**src/rtl/midi_note_decoder_if.sv**
```systemverilog
// midi_note_decoder_if: MIDI byte stream from the UART byte receiver.
interface midi_note_decoder_if;
    logic [7:0] byte_in;
    logic       byte_valid;
    modport master (output byte_in, byte_valid);
    modport slave  (input byte_in, byte_valid);
endinterface

```
**src/rtl/midi_note_decoder.sv**
```systemverilog
// midi_note_decoder: MIDI stream to melody frequency and drum beat pulse.
// Define MIDI_DRUM_EN to build the drum-channel decoder and beat counter.
module midi_note_decoder #(
    parameter int CHANNEL      = 0,
    parameter int DRUM_CHANNEL = 9,
    parameter int BEAT_CYCLES  = 2500000
) (
    input  logic               clk,
    input  logic               reset_n,
    midi_note_decoder_if.slave midi,
    output logic [11:0]        freq,
    output logic [6:0]         note,
    output logic               note_active,
    output logic               beat,
    output logic               err
);
    typedef enum logic [2:0] {IDLE, WAIT_D1, WAIT_D2, SKIP1, SKIP2, SYSEX} state_t;

    if (CHANNEL == DRUM_CHANNEL || BEAT_CYCLES < 1) begin : g_bad_cfg
        $error("midi_note_decoder: invalid channel or beat configuration");
    end

    state_t      state_q, state_d;
    logic [7:0]  status_q, status_d;
    logic [6:0]  d1_q, d1_d;
    logic        ex_d, ex_q, err_d, err_q;
    logic [7:0]  ex_st_q;
    logic [6:0]  ex_key_q, ex_vel_q;
    logic [11:0] freq_q, freq_d, fk;
    logic [6:0]  note_q, note_d;
    logic        act_q, act_d;
    logic [3:0]  hi, ex_hi, oct, pc;
    logic [13:0] scaled;
    logic        mel, key_on, on, off, ano;

    function automatic logic [13:0] base_hz(input logic [3:0] p);
        case (p)
            4'd0:    base_hz = 14'd8372;
            4'd1:    base_hz = 14'd8870;
            4'd2:    base_hz = 14'd9397;
            4'd3:    base_hz = 14'd9956;
            4'd4:    base_hz = 14'd10548;
            4'd5:    base_hz = 14'd11175;
            4'd6:    base_hz = 14'd11840;
            4'd7:    base_hz = 14'd12544;
            4'd8:    base_hz = 14'd13290;
            4'd9:    base_hz = 14'd14080;
            4'd10:   base_hz = 14'd14917;
            4'd11:   base_hz = 14'd15804;
            default: base_hz = 14'd0;
        endcase
    endfunction

    assign hi = midi.byte_in[7:4];

    always_comb begin
        state_d  = state_q;
        status_d = status_q;
        d1_d     = d1_q;
        ex_d     = 1'b0;
        err_d    = 1'b0;
        if (midi.byte_valid && midi.byte_in[7]) begin
            // Real-time bytes may arrive anywhere and must not disturb parsing
            if (midi.byte_in[7:3] != 5'b11111) begin
                status_d = midi.byte_in;
                state_d  = hi == 4'hF ? (midi.byte_in == 8'hF0 ? SYSEX : IDLE) :
                           (hi == 4'h8 || hi == 4'h9 || hi == 4'hB) ? WAIT_D1 :
                           (hi == 4'hC || hi == 4'hD) ? SKIP1 : SKIP2;
            end
        end else if (midi.byte_valid) begin
            case (state_q)
                IDLE:    err_d = 1'b1;
                WAIT_D1: begin
                    d1_d    = midi.byte_in[6:0];
                    state_d = WAIT_D2;
                end
                WAIT_D2: begin
                    ex_d    = 1'b1;
                    state_d = WAIT_D1;
                end
                SKIP1:   state_d = (status_q[7:4] == 4'hA || status_q[7:4] == 4'hE) ? SKIP2 : SKIP1;
                SKIP2:   state_d = SKIP1;
                default: state_d = state_q;
            endcase
        end
    end

    // Second stage: the completed message is decoded and the key looked up
    assign ex_hi  = ex_st_q[7:4];
    assign oct    = 4'(ex_key_q / 7'd12);
    assign pc     = 4'(ex_key_q % 7'd12);
    assign scaled = base_hz(pc) >> (4'd10 - oct);
    assign fk     = scaled > 14'd4095 ? 12'hFFF : scaled[11:0];
    assign mel    = ex_q && ex_st_q[3:0] == 4'(CHANNEL);
    assign key_on = ex_hi == 4'h9 && ex_vel_q != 7'd0;
    assign on     = mel && key_on;
    assign off    = mel && (ex_hi == 4'h8 || (ex_hi == 4'h9 && ex_vel_q == 7'd0)) &&
                    ex_key_q == note_q && act_q;
    assign ano    = mel && ex_hi == 4'hB && ex_key_q == 7'd123;

    always_comb begin
        note_d = on ? ex_key_q : note_q;
        act_d  = on ? 1'b1 : (off || ano) ? 1'b0 : act_q;
        freq_d = on ? fk : (off || ano) ? 12'd0 : freq_q;
    end

    always_ff @(posedge clk or negedge reset_n) begin
        if (!reset_n) begin
            state_q  <= IDLE;
            status_q <= 8'd0;
            d1_q     <= 7'd0;
            ex_q     <= 1'b0;
            ex_st_q  <= 8'd0;
            ex_key_q <= 7'd0;
            ex_vel_q <= 7'd0;
            err_q    <= 1'b0;
            freq_q   <= 12'd0;
            note_q   <= 7'd0;
            act_q    <= 1'b0;
        end else begin
            state_q  <= state_d;
            status_q <= status_d;
            d1_q     <= d1_d;
            ex_q     <= ex_d;
            err_q    <= err_d;
            freq_q   <= freq_d;
            note_q   <= note_d;
            act_q    <= act_d;
            if (ex_d) begin
                ex_st_q  <= status_q;
                ex_key_q <= d1_q;
                ex_vel_q <= midi.byte_in[6:0];
            end
        end
    end

`ifdef MIDI_DRUM_EN
    localparam int CW = $clog2(BEAT_CYCLES + 1);
    logic [CW-1:0] cnt_q, cnt_d;
    logic          drum;

    assign drum = ex_q && ex_st_q[3:0] == 4'(DRUM_CHANNEL) && key_on;

    always_comb begin
        cnt_d = drum ? CW'(BEAT_CYCLES) : cnt_q != '0 ? cnt_q - CW'(1) : cnt_q;
    end

    always_ff @(posedge clk or negedge reset_n) begin
        if (!reset_n) cnt_q <= '0;
        else          cnt_q <= cnt_d;
    end

    assign beat = cnt_q != '0;
`else
    assign beat = 1'b0;
`endif

    assign freq        = freq_q;
    assign note        = note_q;
    assign note_active = act_q;
    assign err         = err_q;
endmodule

```
**src/flat_wrapper.sv**
```systemverilog
// flat-port wrapper written by rule: the top's interface ports become plain ports
module midi_note_decoder_flat 
#(
    parameter int CHANNEL      = 0,
    parameter int DRUM_CHANNEL = 9,
    parameter int BEAT_CYCLES  = 2500000
)
  (clk, reset_n, freq, note, note_active, beat, err, midi_byte_in, midi_byte_valid);
  midi_note_decoder_if midi_i ();
  input  logic clk;
  input  logic reset_n;
  output logic [11:0] freq;
  output logic [6:0] note;
  output logic note_active;
  output logic beat;
  output logic err;
  input wire logic [$bits(midi_i.byte_in)-1:0] midi_byte_in;
  input wire logic [$bits(midi_i.byte_valid)-1:0] midi_byte_valid;
  assign midi_i.byte_in = midi_byte_in;
  assign midi_i.byte_valid = midi_byte_valid;
  midi_note_decoder #(.CHANNEL(CHANNEL), .DRUM_CHANNEL(DRUM_CHANNEL), .BEAT_CYCLES(BEAT_CYCLES)) u_core (.clk(clk), .reset_n(reset_n), .midi(midi_i), .freq(freq), .note(note), .note_active(note_active), .beat(beat), .err(err));
endmodule
```
**config.mk**
```make
export PLATFORM = sky130hd
export DESIGN_NAME = midi_note_decoder_flat
export DESIGN_NICKNAME = d
export VERILOG_FILES = /design/src/rtl/midi_note_decoder_if.sv /design/src/rtl/midi_note_decoder.sv /design/src/flat_wrapper.sv
export SDC_FILE = /design/constraint.sdc
export NUM_CORES = 1
export LEC_CHECK = 0
export BUFFER_PORTS_ARGS = -buffer_cell sky130_fd_sc_hd__buf_4
export CORE_ASPECT_RATIO = 1.2
export CORE_MARGIN = 4
export CORE_UTILIZATION = 55
export DETAILED_ROUTE_END_ITERATION = 16
export HOLD_SLACK_MARGIN = 0.08
export PLACE_DENSITY = 0.78
export SKIP_LAST_GASP = 1
export SLEW_MARGIN = 30
export SYNTH_ARGS = -nofsm -noshare
export SYNTH_HDL_FRONTEND = slang
export SYNTH_SLANG_ARGS = --single-unit
```
**constraint.sdc**
```tcl
create_clock -name clk -period 4 [get_ports clk]
set_input_delay 0.2 -clock clk [delete_from_list [all_inputs] [get_ports clk]]
set_output_delay 0.2 -clock clk [all_outputs]
set_load 0.01 [all_outputs]
```
==> key figures <==
Synthesis
  – Synth top area share: 0.348
  – Most frequent cell after synthesis: nand2_1
  – Syn Area/Cell: 8.04 um^2
  – Net Count, Synth: 572
  – Mapped Cells: 555
  – Synthesized cell area: 4460 um^2
  – Most frequent cells after synthesis: nand2_1, dfrtp_1, o21ai_0
  – Yosys top cell by area: dfrtp_1
  – YS warnings: 0
  – Share of flip-flops with an asynchronous set or reset: 1.00
  – Synthesis-stage register bit count: 62
  – Dominant cells by area after synthesis: dfrtp_1, nand2_1, o21ai_0
  – EDFF count, synth: 0
  – Top_reg_cell synth: dfrtp_1
  – Distinct cells, synth: 76
  – Post-synthesis sequential area ratio: 0.348

Floorplan
  – Core area: 7790 um^2
  – Vert. Die Dim: 107 um
  – Row cnt: 35
  – Initial Utilization: 0.573
  – IO Pins: 33
  – Die area: 9630 um^2
  – Die Wd: 90.2 um

Job
  – Max_cap viols: 0

Placed design
  – Dpl hpwl: 9.03 mm
  – RePlAce Congestion: 1.05
  – IO buf count: 31
  – Pre-CTS setup slack: 0.400 ns

Power and ir drop
  – Leakage power: 2.12 nW
  – Maximum vdd drop: 0.538 mV
  – PD cells: 1010 nW/um^2
  – Total power: 0.00499 W

STA
  – Max frequency: 0.270 GHz
  – Final Cycle Share: 0.925
  – Final WS setup: 0.299 ns
  – Min Tclk post-route: 3.70 ns
  – RSZ-0062 raised after global routing: false
  – Slew at the pin closest to its max-slew limit: 0.784 ns
  – Headroom to the max-slew limit: 0.477
  – Max Slew Vio Count: 0
  – Setup Total Neg Slack: 0 ns
  – Worst hold slack: 0.0890 ns
  – Final Hold Vio Count: 0
  – Count of endpoints failing setup in the final report: 0
  – Post-Route Skew: 0.00989 ns

GRT
  – Met2 global-route usage: 0.446
  – GRT busiest layer: met2
  – Met1 GRT Util: 0.331
  – GRT Total Usage: 0.268
  – Initial antenna violation count: 0
  – Met3 Track Usage GR: 0.0470
  – GR Overflow Total: 0
  – Largest net degree at the start of global routing: 63
  – Vias in the first global route: 4187
  – Global-route wire length before repair: 20.9 mm

Clock tree
  – Number of buffers created by CTS: 9
  – Resized cells post-CTS: 0
  – TritonCTS clock tree: done
  – Worst skew pair latency: 0.34 ns
  – Clock buffer depth: 2
  – Clock transition at path regs: 0.08 ns
  – Root buf cell: clkbuf_8
  – Clk sinks: 62
  – H-tree levels: 3
  – Post CTS Setup Buffer Count: 0

Routing
  – Vias per inst: 6.52
  – DRC: 0
  – 1st-pass router iterations: 5
  – Routed length per instance: 18.8 um
  – Total routed wirelength: 12.5 mm
  – Via count: 4340
  – Routed Antenna Nets: 0
  – Iteration-0 DRC Markers: 544

Setup path
  – Critical Path Fanout Max: 21
  – Critical Path End Type: flop
  – Worst path required time: 4.20 ns
  – CP arrival: 3.91 ns
  – Critical path class: flop to flop
  – Worst setup SP type: flop

Finish
  – Share of cells above drive strength 1: 0.152
  – Area growth, synth to finish: 10.1%
  – Post-layout nets: 586
  – Diodes inserted: 0

Outcome
  – Status: complete, no violations

Worst hold path
  – Hold Crit Class: input port to flop
cells by family (layout without fill, tap and decap cells):
logic type               count (synthesis)  count (layout)  share of synthesized area
AND/OR/NAND/NOR                        240             240                      0.256
AO/OA/AOI/OAI                          158             158                      0.245
flip-flops                              62              62                      0.348
buffers and inverters                   55              74                     0.0589
XOR/XNOR                                17              17                     0.0350
multiplexers                            16              16                     0.0395
adder cells (fa/ha/maj)                  6               6                     0.0168
other                                    1               1                   0.000840
worst paths after layout:
check / depth (start not counted) / startpoint / slack, ns / end
worst min register to register: 2 / u_core.d1_q[2] / 0.47 / u_core.ex_key_q[2]
worst max register to register: 13 / u_core.ex_key_q[6] / 0.30 / u_core.freq[0]
max in group asynchronous: 2 / reset_n / 3.00 / u_core.note[3]
worst max-delay path: 13 / u_core.ex_key_q[6] / 0.30 / u_core.freq[0]
worst min-delay path: 3 / midi_byte_in[1] / 0.09 / u_core.ex_vel_q[1]
min in group asynchronous: 2 / reset_n / 0.46 / u_core.freq[4]
flip-flops by register name, indices dropped and copies added, names as in the netlist:
register and cells:
u_core.d1_q 7, u_core.err 1, u_core.ex_key_q 7, u_core.ex_q 1
u_core.ex_st_q 8, u_core.ex_vel_q 7, u_core.freq 12, u_core.note 7
u_core.note_active 1, u_core.state_q 3, u_core.status_q 8
area by class of cell:
class                           count  area [um^2]
Sequential cell                    62         1550
Clock inverter                      7         80.1
Clock buffer                        9          124
Inverter                           11         41.3
Timing Repair Buffer               47          355
Tap cell                           92          115
Multi-Input combinational cell    438         2650
Fill cell                         710         2880
worst max-delay path, cell delays in order, from the launching register on:
cell and delay, ns:
dfrtp_1 0.81, xnor2_2 0.24, nor2_1 0.09, a2111oi_2 0.54, or2_1 0.38, inv_2 0.20, ha_1 0.26, xor2_1 0.16
buf_4 0.20, o21a_1 0.20, nand2_1 0.06, a31oi_1 0.04, a221oi_1 0.25, o21ai_1 0.13
per-layer routing:
| layer | up-vias | routed length, um |
|---|---|---|
| li1 | 2047 | - |
| met1 | 2046 | 4920 |
| met2 | 200 | 6250 |
| met3 | 47 | 836 |
| met4 | 0 | 510 |
| met5 | - | 0 |
placed cells by master, fill, tap and decap left out, drive strengths merged, types with 10 or more instances in the layout:
cell type	instances
nand3	17
a31oi	10
nand2	114
nor3	11
mux2	13
o22ai	10
nor2	31
o21ai	44
buf	46
xnor2	13
a21oi	24
nand4	14
nor2b	10
inv	13
dfrtp	62
what timing repair did:
item,4_1_cts,5_1_grt
hold buffers,1,0
endpoints found under the hold margin,62,0
setup endpoints to repair,0,0
power breakdown:
group | internal [W] | switching, W | total, W | leakage [nW]
Combinational | 0.00120 | 0.00214 | 0.00333 | 1.22
Clock | 0.000297 | 0.000276 | 0.000573 | 0.103
Sequential | 0.000826 | 0.000254 | 0.00108 | 0.796
Total | 0.00232 | 0.00267 | 0.00499 | 2.12
per-stage QoR:
stage / util / std cells / cell area, um^2
final: 0.631 / 666 / 4920
after global routing: 0.631 / 666 / 4920
after CTS: 0.631 / 666 / 4920
after detailed placement: 0.603 / 649 / 4700
after global placement: 0.603 / 649 / 4700
after floorplan: - / 555 / 4460
No activity file was read; power rests on OpenSTA's default activity.
